$ cat src/rtl/byte_lane_reader.sv
// Splits a 16-bit word into its enabled byte lanes, emitting lane 0 before lane 1.
// Words with no enabled lanes are counted as dropped and produce no output.
module byte_lane_reader #(
    parameter int CNT_W = 8
) (
    input  logic             clk,
    input  logic             areset,
    input  logic             in_valid,
    output logic             in_ready,
    input  logic [15:0]      in_data,
    input  logic [1:0]       in_byteena,
    output logic             out_valid,
    input  logic             out_ready,
    output logic [7:0]       out_data,
    output logic             out_lane,
    output logic             out_last,
    output logic [CNT_W-1:0] drop_cnt,
    output logic [CNT_W-1:0] byte_cnt
);

    typedef enum logic [1:0] {
        IDLE = 2'd0,
        LO   = 2'd1,
        HI   = 2'd2
    } state_t;

    localparam logic [CNT_W-1:0] CNT_ONE = {{(CNT_W-1){1'b0}}, 1'b1};

    state_t           state_r;
    state_t           state_nxt_s;
    logic [15:0]      word_r;
    logic [1:0]       be_r;
    logic [CNT_W-1:0] drop_cnt_r;
    logic [CNT_W-1:0] byte_cnt_r;
    logic             in_xfer_s;
    logic             out_xfer_s;
    logic             out_valid_s;
    logic [7:0]       out_data_s;
    logic             out_lane_s;
    logic             out_last_s;

    // Next-state selection; a stalled byte keeps the current state.
    always_comb begin
        state_nxt_s = state_r;
        case (state_r)
            IDLE: begin
                if (in_valid) begin
                    case (in_byteena)
                        2'b11:   state_nxt_s = LO;
                        2'b01:   state_nxt_s = LO;
                        2'b10:   state_nxt_s = HI;
                        default: state_nxt_s = IDLE;
                    endcase
                end else begin
                    state_nxt_s = IDLE;
                end
            end
            LO: begin
                if (out_ready) begin
                    state_nxt_s = be_r[1] ? HI : IDLE;
                end else begin
                    state_nxt_s = LO;
                end
            end
            HI: begin
                if (out_ready) begin
                    state_nxt_s = IDLE;
                end else begin
                    state_nxt_s = HI;
                end
            end
            default: state_nxt_s = IDLE;
        endcase
    end

    // Output decode straight from state so an asynchronous reset clears it at once.
    always_comb begin
        out_valid_s = 1'b0;
        out_data_s  = 8'h00;
        out_lane_s  = 1'b0;
        out_last_s  = 1'b0;
        case (state_r)
            LO: begin
                out_valid_s = 1'b1;
                out_data_s  = word_r[7:0];
                out_lane_s  = 1'b0;
                out_last_s  = ~be_r[1];
            end
            HI: begin
                out_valid_s = 1'b1;
                out_data_s  = word_r[15:8];
                out_lane_s  = 1'b1;
                out_last_s  = 1'b1;
            end
            default: begin
                out_valid_s = 1'b0;
                out_data_s  = 8'h00;
                out_lane_s  = 1'b0;
                out_last_s  = 1'b0;
            end
        endcase
    end

    // Handshake qualifiers.
    always_comb begin
        in_xfer_s  = in_valid && (state_r == IDLE);
        out_xfer_s = out_valid_s && out_ready;
    end

    // State register.
    always_ff @(posedge clk or posedge areset) begin
        if (areset) begin
            state_r <= IDLE;
        end else begin
            state_r <= state_nxt_s;
        end
    end

    // Word and lane-enable capture, only while accepting.
    always_ff @(posedge clk or posedge areset) begin
        if (areset) begin
            word_r <= 16'h0000;
            be_r   <= 2'b00;
        end else if (in_xfer_s) begin
            word_r <= in_data;
            be_r   <= in_byteena;
        end else begin
            word_r <= word_r;
            be_r   <= be_r;
        end
    end

    // Dropped-word and emitted-byte counters, wrapping naturally.
    always_ff @(posedge clk or posedge areset) begin
        if (areset) begin
            drop_cnt_r <= {CNT_W{1'b0}};
            byte_cnt_r <= {CNT_W{1'b0}};
        end else begin
            if (in_xfer_s && (in_byteena == 2'b00)) begin
                drop_cnt_r <= drop_cnt_r + CNT_ONE;
            end
            if (out_xfer_s) begin
                byte_cnt_r <= byte_cnt_r + CNT_ONE;
            end
        end
    end

    assign in_ready  = (state_r == IDLE);
    assign out_valid = out_valid_s;
    assign out_data  = out_data_s;
    assign out_lane  = out_lane_s;
    assign out_last  = out_last_s;
    assign drop_cnt  = drop_cnt_r;
    assign byte_cnt  = byte_cnt_r;

endmodule

$ cat config.mk
export PLATFORM = sky130hd
export DESIGN_NAME = byte_lane_reader
export DESIGN_NICKNAME = d
export VERILOG_FILES = /design/src/rtl/byte_lane_reader.sv
export SDC_FILE = /design/constraint.sdc
export NUM_CORES = 1
export LEC_CHECK = 0
export BUFFER_PORTS_ARGS = -buffer_cell sky130_fd_sc_hd__buf_4
export CELL_PAD_IN_SITES_DETAIL_PLACEMENT = 1
export CELL_PAD_IN_SITES_GLOBAL_PLACEMENT = 1
export CORE_MARGIN = 4
export CORE_UTILIZATION = 42
export DETAILED_ROUTE_END_ITERATION = 8
export PLACE_DENSITY = 0.81
export SYNTH_ARGS = -nofsm -noshare
export SYNTH_HDL_FRONTEND = slang
export SYNTH_SLANG_ARGS = --single-unit
$ cat constraint.sdc
create_clock -name clk -period 2.8 [get_ports clk]
set_input_delay 0.84 -clock clk [delete_from_list [all_inputs] [get_ports clk]]
set_output_delay 0.84 -clock clk [all_outputs]
set_load 0.03 [all_outputs]
==> flow_summary.json <==
{
  "status": "finished, final reports clean",
  "grt_pass1_wl_um": 6340,
  "cp_slowest_cell": "ha_1",
  "ys_seq_area_share_pct": 53.3,
  "leakage_nw": 0.997,
  "cts_buffers": 5,
  "wl_um": 3880,
  "m1WireLength_um": 1560,
  "cp_top_family": "adder cells",
  "globalplace.congestion": 0.741,
  "grtUsageTotal_pct": 16.5,
  "die_x_um": 70.6,
  "dp_cells": 225,
  "seq_area_um2": 876,
  "nets": 212,
  "hold_class": "reg -> reg",
  "critPathCaptureType": "output port",
  "synthToLayoutAreaGrowth_pct": 30.1,
  "mappedNetlistNets": 159,
  "clock_skew_ps": 8.30,
  "vias": 1206,
  "worst-path-buf-inv": 2,
  "final_common_cell": "buf_4",
  "multi_input_area_um2": 728,
  "num_io_pins": 50,
  "clock_path_buffers": 2,
  "yosysTopAreaCellShare_pct": 53.3,
  "cts-hold-fix-buffers": 0,
  "dp_hpwl_um": 2850,
  "setup_tns_ps": 0,
  "cts_tree": "yes",
  "vdd_drop_max_mv": 0.561,
  "met3_length_um": 178,
  "finalHoldViolCount": 0,
  "critPathArrivalTime_ps": 1730,
  "finalWorstSetupSlack_ps": 230,
  "ctsResizeCount": 0,
  "clock_latency_ps": 290,
  "worst-path-max-fanout": 11,
  "ys_ff_latch": 35,
  "htree_levels": 2,
  "synth_warnings": 0,
  "yosys.area.top_type": "dfrtp_1",
  "avgSynthCellArea_um2": 12.6,
  "synthCells": 131,
  "die_h_um": 70.6,
  "path_cells": "inv_1 -> ha_1 -> a22oi_1 -> nor2b_1 -> buf_4",
  "post_cts_buffers": 0,
  "max-cap-violations": 0,
  "maxSlewHeadroom_pct": 69.6,
  "core-area_mm2": 0.00372,
  "critical_path_class": "reg -> out",
  "grt_max_degree": 36,
  "fin_util_pct": 57.6,
  "ant_nets": 0,
  "cellPowerDensity_mw_per_mm2": 1040,
  "cts.reportedPaths.clkPinSlew_ps": 70,
  "drc": 0,
  "placement.io_buffers": 49,
  "worstPathRequired_ps": 1960,
  "top_layer": "met4",
  "dr.pass1.iters": 4,
  "worst_pin_slew_ps": 457,
  "period_needed_ps": 2570,
  "pre_cts_ws_ps": 566,
  "n_antenna_cell": 0,
  "route.met2.wl_um": 2040,
  "synth.top_cells.by_area": "dfrtp_1, mux2_2, xnor2_1",
  "cts_root_buf": "clkbuf_8",
  "setup_viol": 0,
  "fillers": 411,
  "grt_pass1_vias": 1356,
  "rows": 22,
  "totalPowerFinal_mw": 2.22,
  "vias_per_cell": 5.18,
  "crit_path_start_kind": "flop",
  "drive_above_1_share_pct": 42.7,
  "start_util_pct": 44.2,
  "layout_common_cells": "buf_4, dfrtp_1, mux2_2",
  "antenna_found_initial": 0,
  "synth.distinct_cells": 25,
  "finalMaxSlewViolations": 0,
  "slowest_delay_ps": 430,
  "clock_sinks": 35,
  "instances_no_fill": 233,
  "drtIter0Drc": 48,
  "fmaxAchievable_ghz": 0.389,
  "synthesis.area_mm2": 0.00164,
  "die_area_mm2": 0.00498,
  "period_share_pct": 91.8,
  "wl_per_cell_um": 16.7,
  "grt_overflow": 0,
  "rsz0062_at_grt": "no"
}
[cell families (layout without fill, tap and decap cells)]
kind of cell             Yosys count  after routing  synth area share (%)
AO/OA/AOI/OAI                     11             11                  5.02
XOR/XNOR                          14             14                  7.46
adder cells (fa/ha/maj)            6              6                  4.57
buffers and inverters              8             62                  2.43
flip-flops                        35             35                  53.3
multiplexers                      18             18                  12.3
AND/OR/NAND/NOR                   39             39                  14.9
[sequential cells by signal (all words and copies together) (netlist names)]
signal,count
state_r,2
word_r,16
byte_cnt,8
drop_cnt,8
be_r,1
[power breakdown]
part	leakage, nW	switching [mW]	internal [mW]
Clock	0.0412	0.186	0.174
Combinational	0.521	0.556	0.442
Sequential	0.434	0.165	0.703
Total	0.997	0.906	1.32
[final cells by class]
cell class,count,area share [%]
flip-flops and latches,35,40.9
multi-input cells,88,34.0
repair buffers,50,17.5
clock buffers,6,3.39
well taps,48,2.81
inverters,4,0.702
clock inverters,2,0.585
[per-layer routing]
layer,global-route usage (%),up-vias
met3,5.54,10
met2,27.9,29
met4,9.19,0
met5,0,-
li1,-,568
met1,18.3,599
[synthesized netlist by cell type (all sizes together)]
master,number
a22oi,8
a31oi,1
a32oi,1
and3,1
and4,1
and4bb,1
clkbuf,4
dfrtp,35
ha,6
inv,4
mux2,18
nand2,11
nand3,4
nand4,5
nand4b,1
nand4bb,1
nor2,2
nor2b,9
nor3,2
nor4,1
o21a,1
xnor2,10
xor2,4
[worst reg2reg max path: stages, from the launching register on]
cell	delay [ps]
dfrtp_1	380
inv_1	80
ha_1	510
and4_1	320
nand4_1	140
xnor2_1	150
[stage by stage]
step                hold WS [ps]  cell area (µm²)
floorplan                    480             1640
global placement             457             2050
detailed placement           471             2050
CTS                          484             2140
global route                 518             2140
finish                       480             2140
[final timing paths]
kind,slack [ps],cells past startpoint,from,to
max,230,5,state_r[1],out_data[2]
min,480,1,byte_cnt[7],byte_cnt[7]
max reg2reg,1090,5,state_r[1],byte_cnt[6]
min reg2reg,480,1,byte_cnt[7],byte_cnt[7]
max in group asynchronous,1840,3,areset,drop_cnt[6]
min in group asynchronous,640,3,areset,drop_cnt[0]
No activity file was read; power rests on OpenSTA's default activity.
